<file path="src/rtl/dmem_pkg.sv">
// Shared definitions for the data-memory controller.
// Latency: n/a (types and constants only).
// Backpressure: n/a.
package dmem_pkg;

  // Controller states: idle/capture, bus request outstanding, one-cycle completion.
  typedef enum logic [1:0] {
    IDLE = 2'd0,
    REQ  = 2'd1,
    DONE = 2'd2
  } state_t;

  // Low address bits that must be zero for a word access.
  localparam logic [1:0] ALIGN_MASK = 2'b11;

  // Value returned on the load-data path when an access fails.
  localparam int ERR_DATA = 0;

  function automatic logic is_aligned(input logic [1:0] lsb);
    return (lsb & ALIGN_MASK) == 2'b00;
  endfunction

endpackage

</file>
<file path="src/rtl/dmem_timeout_cnt.sv">
// Saturating cycle counter that flags a bus request exceeding its cycle budget.
// Latency: expired is combinational from the registered count and en.
// Backpressure: none; clr wins over en, count holds at TIMEOUT.
//
// Ports: clk, rst (async, active-high), clr (zero the count), en (count this
// cycle), expired (high during the TIMEOUT-th enabled cycle and beyond).
module dmem_timeout_cnt #(
  parameter int TIMEOUT = 255
) (
  input  logic clk,
  input  logic rst,
  input  logic clr,
  input  logic en,
  output logic expired
);

  localparam int CW = $clog2(TIMEOUT + 1);
  localparam logic [CW-1:0] MAX_CNT  = CW'(TIMEOUT);
  localparam logic [CW-1:0] LAST_CNT = CW'(TIMEOUT - 1);

  logic [CW-1:0] cnt;

  always_ff @(posedge clk or posedge rst) begin
    if (rst) begin
      cnt <= '0;
    end else if (clr) begin
      cnt <= '0;
    end else if (en && (cnt != MAX_CNT)) begin
      cnt <= cnt + CW'(1);
    end
  end

  // cnt holds the number of REQ cycles already completed, so the current
  // cycle is the TIMEOUT-th one when cnt reaches TIMEOUT-1.
  assign expired = en && (cnt >= LAST_CNT);

endmodule

</file>
<file path="src/rtl/dmem_ctrl.sv">
// Data-memory controller: turns MEM-stage load/store requests into a
// registered req/ack transaction on a variable-latency SRAM bus.
// Latency: 3 cycles minimum (capture, REQ with ack, DONE); +1 per wait cycle.
// Backpressure: stall_req_o holds the pipeline while the access is pending.
//
// Ports:
//   clk, rst                         clock, async active-high reset
//   rmem_i, wmem_i                   load / store request (load wins)
//   mem_raddr_i, mem_waddr_i         load / store address
//   mem_wdata_i                      store data
//   rdata_o                          load data, meaningful in DONE
//   stall_req_o                      pipeline hold (combinational)
//   bus_err_o                        misalign / timeout flag, in DONE
//   sram_req_o, sram_we_o            bus request, write enable
//   sram_addr_o, sram_wdata_o        bus address, write data
//   sram_ack_i, sram_rdata_i         completion strobe, read data
module dmem_ctrl
  import dmem_pkg::*;
#(
  parameter int ADDR_W  = 32,
  parameter int DATA_W  = 32,
  parameter int TIMEOUT = 255
) (
  input  logic              clk,
  input  logic              rst,
  input  logic              rmem_i,
  input  logic              wmem_i,
  input  logic [ADDR_W-1:0] mem_raddr_i,
  input  logic [ADDR_W-1:0] mem_waddr_i,
  input  logic [DATA_W-1:0] mem_wdata_i,
  output logic [DATA_W-1:0] rdata_o,
  output logic              stall_req_o,
  output logic              bus_err_o,
  output logic              sram_req_o,
  output logic              sram_we_o,
  output logic [ADDR_W-1:0] sram_addr_o,
  output logic [DATA_W-1:0] sram_wdata_o,
  input  logic              sram_ack_i,
  input  logic [DATA_W-1:0] sram_rdata_i
);

  state_t            state, state_n;
  logic [ADDR_W-1:0] addr_q;
  logic [DATA_W-1:0] wdata_q;
  logic [DATA_W-1:0] rdata_q;
  logic              we_q;
  logic              err_q;

  logic              mem_req;
  logic [ADDR_W-1:0] sel_addr;
  logic              misaligned;
  logic              cnt_clr;
  logic              cnt_en;
  logic              expired;

  assign mem_req    = rmem_i | wmem_i;
  assign sel_addr   = rmem_i ? mem_raddr_i : mem_waddr_i;
  assign misaligned = !is_aligned(sel_addr[1:0]);

  dmem_timeout_cnt #(
    .TIMEOUT (TIMEOUT)
  ) u_timeout_cnt (
    .clk     (clk),
    .rst     (rst),
    .clr     (cnt_clr),
    .en      (cnt_en),
    .expired (expired)
  );

  always_ff @(posedge clk or posedge rst) begin
    if (rst) begin
      state <= IDLE;
    end else begin
      state <= state_n;
    end
  end

  always_comb begin
    state_n = state;
    cnt_clr = 1'b0;
    cnt_en  = 1'b0;
    case (state)
      IDLE: begin
        if (mem_req) begin
          state_n = misaligned ? DONE : REQ;
          cnt_clr = !misaligned;
        end
      end
      REQ: begin
        cnt_en = 1'b1;
        // An ack in the last allowed cycle still completes cleanly.
        if (sram_ack_i || expired) begin
          state_n = DONE;
        end
      end
      DONE:    state_n = IDLE;
      default: state_n = IDLE;
    endcase
  end

  always_ff @(posedge clk or posedge rst) begin
    if (rst) begin
      addr_q  <= '0;
      wdata_q <= '0;
      rdata_q <= '0;
      we_q    <= 1'b0;
      err_q   <= 1'b0;
    end else begin
      case (state)
        IDLE: begin
          if (mem_req) begin
            addr_q  <= sel_addr;
            wdata_q <= mem_wdata_i;
            we_q    <= !rmem_i;
            err_q   <= misaligned;
            if (misaligned) begin
              rdata_q <= DATA_W'(ERR_DATA);
            end
          end
        end
        REQ: begin
          if (sram_ack_i) begin
            err_q <= 1'b0;
            if (!we_q) begin
              rdata_q <= sram_rdata_i;
            end
          end else if (expired) begin
            err_q   <= 1'b1;
            rdata_q <= DATA_W'(ERR_DATA);
          end
        end
        default: begin
        end
      endcase
    end
  end

  // Low in DONE so the pipeline advances on the edge that ends DONE.
  assign stall_req_o  = !rst && (((state == IDLE) && mem_req) || (state == REQ));
  assign sram_req_o   = (state == REQ);
  assign sram_we_o    = we_q;
  assign sram_addr_o  = addr_q;
  assign sram_wdata_o = wdata_q;
  assign rdata_o      = rdata_q;
  assign bus_err_o    = (state == DONE) && err_q;

endmodule

</file>
<file path="config.mk">
export PLATFORM = sky130hd
export DESIGN_NAME = dmem_ctrl
export DESIGN_NICKNAME = d
export VERILOG_FILES = /design/src/rtl/dmem_pkg.sv /design/src/rtl/dmem_timeout_cnt.sv /design/src/rtl/dmem_ctrl.sv
export SDC_FILE = /design/constraint.sdc
export NUM_CORES = 1
export LEC_CHECK = 0
export ABC_AREA = 1
export BUFFER_PORTS_ARGS = -buffer_cell sky130_fd_sc_hd__buf_2
export CORE_MARGIN = 1
export CORE_UTILIZATION = 35
export DETAILED_ROUTE_END_ITERATION = 8
export PLACE_DENSITY = 0.59
export SLEW_MARGIN = 20
export SYNTH_ARGS = -nofsm -noshare
export SYNTH_HDL_FRONTEND = slang
export SYNTH_SLANG_ARGS = --single-unit
</file>
<file path="constraint.sdc">
create_clock -name clk -period 7.75 [get_ports clk]
set_clock_uncertainty 0.05 [all_clocks]
set_input_delay 0.3875 -clock clk [delete_from_list [all_inputs] [get_ports clk]]
set_output_delay 0.3875 -clock clk [all_outputs]
set_load 0.01 [all_outputs]
</file>
==> impl_metrics.env, run 1 <==
export IMPL_arrival_ns=3.35
export IMPL_yosysTopAreaCellShare_pct=53.88
export IMPL_syn2layout_area_growth_pct=30.01
export IMPL_sw_frac_of_total_pct=40.37
export IMPL_routed_wl_um=13660
export IMPL_final_setup_viol_count=0
export IMPL_nFillCells=1414
export IMPL_synth_seq_cells=108
export IMPL_avgViaCountPerCell=4.685
export IMPL_grt_max_degree=94
export IMPL_drt_iter0_markers=252
export IMPL_yosys_cell_count_top_type="nand2_1"
export IMPL_grt_first_pass_wirelength_um=21500
export IMPL_layout_min_cycle_time_ns=3.117
export IMPL_wl_per_cell_um=13.42
export IMPL_critPathLaunchType="input port"
export IMPL_cts_inserted_buffers=9
export IMPL_cts_hold_buf=0
export IMPL_drive_gt1_share_pct=32.10
export IMPL_crit_path_max_fanout=93
export IMPL_pwr_share_comb_pct=37.8
export IMPL_io_buffers=232
export IMPL_die_y_um=121.7
export IMPL_required_ns=7.98
export IMPL_antenna_cells=0
export IMPL_drv_slew=0
export IMPL_track_usage_pct=18.72
export IMPL_row_count=43
export IMPL_drtAntennaViolNets=0
export IMPL_synth_edf_count=0
export IMPL_worstSetupPathType="input port to register"
export IMPL_fin_nets=968
export IMPL_dr_total_vias=4769
export IMPL_totalNegativeSetupSlack_ns=0
export IMPL_postLayoutCoreUtil_pct=46.80
export IMPL_cts_resized=0
export IMPL_min_path_type="input port to asynchronous set/reset pin"
export IMPL_dieArea_um2=14810
export IMPL_vdd_ir_drop_max_mv=0.1646
export IMPL_maxCapViolations=0
export IMPL_insertion_delay_ns=0.35
export IMPL_async_reset_ff_share_pct=100.0
export IMPL_seqPwrFrac_pct=40.6
export IMPL_synth_distinct_cells=28
export IMPL_yosys_area_top_type="dfrtp_1"
export IMPL_rsz0062_at_grt="no"
export IMPL_drc=0
export IMPL_synth_nets=762
export IMPL_fmax_mhz=320.8
export IMPL_synth_seq_area_share_pct=53.88
export IMPL_max_clock_path_buffers=2
export IMPL_gp_congestion=0.8008
export IMPL_postCtsSetupBuffers=0
export IMPL_cts_root_buf="clkbuf_16"
export IMPL_min_period_over_period_pct=40.22
export IMPL_pwr_share_clk_pct=21.6
export IMPL_grt_overflow_total=0
export IMPL_dp_hpwl_um=9345
export IMPL_synth_flop_cell="dfrtp_1"
export IMPL_synthesis_area_um2=5016
export IMPL_cts_tree="built"
export IMPL_yosys_warnings=0
export IMPL_drtPass1Iterations=4
export IMPL_fp_dieW_um=121.7
export IMPL_ctsHtreeMaxLevel=3
export IMPL_wl_met3_um=935
export IMPL_avgSynthCellArea_um2=8.000
export IMPL_core_um2=13930
export IMPL_synthCells=627
export IMPL_end_kind="register"
export IMPL_cts_sinks=108
export IMPL_antenna_found_initial=0
export IMPL_clk_pin_slew_ns=0.08
export IMPL_io_pins=233
export IMPL_p_int_mw=1.288
export IMPL_outcome="complete, no violations"
export IMPL_start_util_pct=36.00
export IMPL_pwr_density_cell_nw_per_um2=331.1
export IMPL_hold_viol=0
export IMPL_netlist_top_cells_count="284 x nand2_1, 108 x dfrtp_1, 71 x nor2_1, 33 x nand4_1, 30 x a31oi_1"
export IMPL_worst_slew_pin_slew_ns=0.8606
export IMPL_grt_pass1_vias=4282
export IMPL_cellLeakagePower_nw=3.640
export IMPL_wl_met1_um=6107
export IMPL_relSlewSlack_pct=42.63
export IMPL_synth_area_leaders="dfrtp_1 54%, nand2_1 21%, nor2_1 5.3%"
export IMPL_route_met2_wl_um=6285
export IMPL_p_sw_uw=871.7
export IMPL_routed_top_layer="met4"
## cell type report
class                           count  area (um^2)  area share, %
Sequential cell                   108         2703          41.44
Inverter                           19        76.32          1.170
Clock inverter                      7        81.33          1.247
Tap cell                          180        225.2          3.454
Timing Repair Buffer              236         1191          18.27
Multi-Input combinational cell    459         2019          30.97
Clock buffer                        9        225.2          3.454
## kinds of logic (layout without fill, tap and decap cells)
| family | after synthesis | count (layout) | share of synthesized area [%] |
|---|---|---|---|
| and+or+nand+nor | 408 | 408 | 33.67 |
| buffers and inverters | 60 | 271 | 5.862 |
| xor gates and xnor gates | 1 | 1 | 0.1746 |
| adders and majority gates | 2 | 2 | 0.4988 |
| AOI/OAI and AO/OA | 48 | 48 | 5.912 |
| DFF | 108 | 108 | 53.88 |
## cell usage in the layout (no fill, tap or decap)
master / count
xor2_1: 1
buf_2: 232
inv_1: 12
nor3b_1: 1
nor2_4: 2
a31oi_2: 1
inv_6: 1
inv_4: 2
o21ai_0: 4
buf_4: 4
clkinv_4: 2
a31oi_1: 30
clkinv_8: 2
nand2_2: 2
nand3_1: 9
nor3_1: 2
a21oi_1: 4
inv_8: 2
nand4_4: 1
a21oi_4: 1
nand2_1: 284
o21ai_1: 8
clkbuf_16: 9
ha_1: 2
inv_2: 5
nand3_2: 2
nand4_1: 33
dfrtp_1: 108
nor2_1: 71
nand2_4: 1
## critical path, cell delays in order
cell	delay (ns)
buf_2	0.52
inv_4	0.29
nand2_1	0.12
nand2_1	0.05
buf_4	0.26
inv_2	0.08
buf_4	0.63
nand3_1	0.52
nand2_1	0.27
nand2_1	0.08
a21oi_1	0.12
## metal layers
layer,up-vias,track usage (%)
met5,-,0
met3,21,4.213
met4,0,8.410
li1,2429,-
met1,2144,24.35
met2,175,29.76
## power groups by stage
| stage | logic [mW] | registers, mW | clock network, mW |
|---|---|---|---|
| after floorplan | 0.435 | 0.966 | 0 |
| after global placement | 0.828 | 0.885 | 0 |
| after detailed placement | 0.834 | 0.881 | 0 |
| after CTS | 0.830 | 0.878 | 0.481 |
| after global routing | 0.912 | 0.902 | 0.502 |
| final | 0.817 | 0.877 | 0.466 |
## sequential cells by signal (all words and copies together) (netlist names)
register           cells
sram_wdata_o          32
rdata_o               32
sram_addr_o           32
u_timeout_cnt.cnt      8
err_q                  1
state                  2
sram_we_o              1
## through the flow
step / cell area (um^2) / instances / setup slack (ns) / hold slack, ns / power, mW
after CTS: 6521 / 1018 / 4.543 / 0.06721 / 2.189
after global placement: 6215 / 1002 / 4.145 / 0.4088 / 1.713
after global routing: 6521 / 1018 / 4.137 / 0.08601 / 2.315
after floorplan: 5016 / 627 / 4.467 / 0.4358 / 1.401
final: 6521 / 1018 / 4.633 / 0.03668 / 2.159
after detailed placement: 6215 / 1002 / 4.138 / 0.4099 / 1.715
## worst paths after layout
check,start,to,slack (ns),cells after the start
max,rmem_i,u_timeout_cnt.cnt[6],4.63,11
min,rst,sram_wdata_o[7],0.04,2
max reg2reg,state[0],u_timeout_cnt.cnt[6],4.96,9
min reg2reg,sram_wdata_o[11],sram_wdata_o[11],0.43,2
max in group asynchronous,rst,rdata_o[15],6.36,3
min in group clk,mem_wdata_i[12],sram_wdata_o[12],0.17,3
Note: power is estimated with default switching activity, not from simulation.
==> run 2, diff against run 1 <==
- clock period: 7.75 -> 3.1 ns (I/O delays scaled with it)
==> run 2 against run 1 <==
Net effect: global-route usage up 2.5 points; total power grew to 2.7 times the previous value; sequential share of layout area shrank 4.8 points; critical endpoint is now sram_addr_o[3].
==> impl_metrics.env, run 2 (synthesis results as in run 1) <==
export IMPL_avgViaCountPerCell=4.710
export IMPL_p_sw_mw=2.246
export IMPL_cp_num_buf_inv=3
export IMPL_cts_sinks=108
export IMPL_rsz0062_at_grt="no"
export IMPL_arrival_ns=2.67
export IMPL_worst_slew_pin_slew_ns=0.8944
export IMPL_multi_input_area_um2=2019
export IMPL_drtPass1Iterations=4
export IMPL_ctsHtreeMaxLevel=3
export IMPL_gp_congestion=0.8135
export IMPL_grt_max_degree=93
export IMPL_path_cells="nor2_4 -> nand2_1 -> inv_2 -> buf_4 -> a31oi_1 -> dlygate4sd3_1"
export IMPL_critPathMaxStageDelay_ns=0.67
export IMPL_drt_iter0_markers=340
export IMPL_cellLeakagePower_nw=3.988
export IMPL_io_pins=233
export IMPL_grt_pass1_vias=5031
export IMPL_clk_pin_slew_ns=0.08
export IMPL_dr_total_vias=5195
export IMPL_final_area_um2=7385
export IMPL_drc=0
export IMPL_critPathLaunchType="register"
export IMPL_cts_inserted_buffers=9
export IMPL_insertion_delay_ns=0.36
export IMPL_min_path_type="input port to register"
export IMPL_layout_min_cycle_time_ns=2.484
export IMPL_worstSetupPathType="register to register"
export IMPL_required_ns=3.29
export IMPL_min_period_over_period_pct=80.13
export IMPL_nFillCells=1325
export IMPL_syn2layout_area_growth_pct=47.22
export IMPL_fin_nets=1053
export IMPL_core_um2=13930
export IMPL_hold_viol=0
export IMPL_final_cell_mix="284 x nand2_1, 232 x buf_2, 108 x dfrtp_1"
export IMPL_maxCapViolations=0
export IMPL_final_setup_viol_count=0
export IMPL_slowest_stage="buf_4"
export IMPL_io_buffers=232
export IMPL_antenna_cells=0
export IMPL_dieArea_um2=14810
export IMPL_end_kind="register"
export IMPL_die_y_um=121.7
export IMPL_max_clock_path_buffers=2
export IMPL_drtAntennaViolNets=0
export IMPL_drv_slew=0
export IMPL_relSlewSlack_pct=40.37
export IMPL_postLayoutCoreUtil_pct=52.99
export IMPL_totalNegativeSetupSlack_ns=0
export IMPL_outcome="complete, no violations"
export IMPL_routed_wl_um=15200
export IMPL_grt_overflow_total=0
export IMPL_grt_first_pass_wirelength_um=24740
export IMPL_dp_hpwl_um=9476
export IMPL_cts_root_buf="clkbuf_16"
export IMPL_final_cell_count_no_fill=1103
export IMPL_fp_dieW_um=121.7
export IMPL_p_int_mw=3.535
export IMPL_crit_path_max_fanout=92
export IMPL_pwr_share_clk_pct=20.9
export IMPL_final_common_cell="nand2_1"
export IMPL_antenna_found_initial=0
export IMPL_wl_per_cell_um=13.78
export IMPL_sw_frac_of_total_pct=38.85
export IMPL_cts_tree="built"
export IMPL_start_util_pct=36.00
export IMPL_row_count=43
export IMPL_drive_gt1_share_pct=29.36
export IMPL_track_usage_pct=21.22
export IMPL_seqPwrFrac_pct=38.0
export IMPL_place_inst=1004
export IMPL_vdd_ir_drop_max_mv=0.4071
export IMPL_placed_area_um2=6242
export IMPL_regArea_um2=2703
export IMPL_fmax_mhz=402.6
export IMPL_crit_family="buffers and inverters"
export IMPL_pwr_share_comb_pct=41.1
export IMPL_pwr_density_cell_nw_per_um2=782.9
==> run 2: metal layers <==
metal	GRT usage, %	part of all wire, %	up-vias
met5	0	0	-
met4	7.099	1.9	0
met3	5.431	6.9	25
met2	34.09	47	197
met1	27.78	45	2393
li1	-	-	2580
==> run 2: cell type report <==
class                   instances  area share [%]
flip-flops and latches        108           36.60
inverters                      19           1.034
well taps                     180           3.050
clock buffers                   9           3.050
clock inverters                 7           1.169
multi-input cells             459           27.35
repair buffers                321           27.75
==> run 2: worst paths after layout <==
path	startpoint	end	slack (ns)	depth (start not counted)
worst max-delay path	state[0]	sram_addr_o[3]	0.62	6
worst min-delay path	mem_waddr_i[21]	sram_addr_o[21]	0.01	3
worst max register to register	state[0]	sram_addr_o[3]	0.62	6
worst min register to register	sram_wdata_o[8]	sram_wdata_o[8]	0.43	2
max in group asynchronous	rst	sram_addr_o[6]	1.80	4
min in group asynchronous	rst	sram_wdata_o[2]	0.48	3
==> run 2: stage by stage <==
step	total power, mW	setup WS, ns	hold WS [ns]
final	5.781	0.6160	0.01381
after global routing	6.206	0.4098	0.01663
after CTS	5.800	0.6651	0.0002953
after detailed placement	4.283	1.044	0.3025
after global placement	4.282	1.066	0.2978
after floorplan	3.502	0.04940	0.2146
==> run 2: timing repair <==
| item | 4_1_cts | 5_1_grt |
|---|---|---|
| gates resized for setup | 0 | 0 |
| hold buffers | 83 | 0 |
| setup buffers | 0 | 0 |
| hold endpoints to repair | 126 | 0 |
==> run 2: power groups by stage <==
stage               clock network, mW  logic, mW  registers, mW
global placement                    0       2.08           2.20
finish                           1.21       2.37           2.20
global route                     1.31       2.64           2.26
CTS                              1.25       2.35           2.20
detailed placement                  0       2.08           2.20
floorplan                           0       1.09           2.41
==> run 2: tightest hold or removal path, delay by kind of cell <==
kind | cells | cell delay, ns
compound gates | 1 | 0.07
simple gates | 1 | 0.05
buf+inv | 1 | 0.10
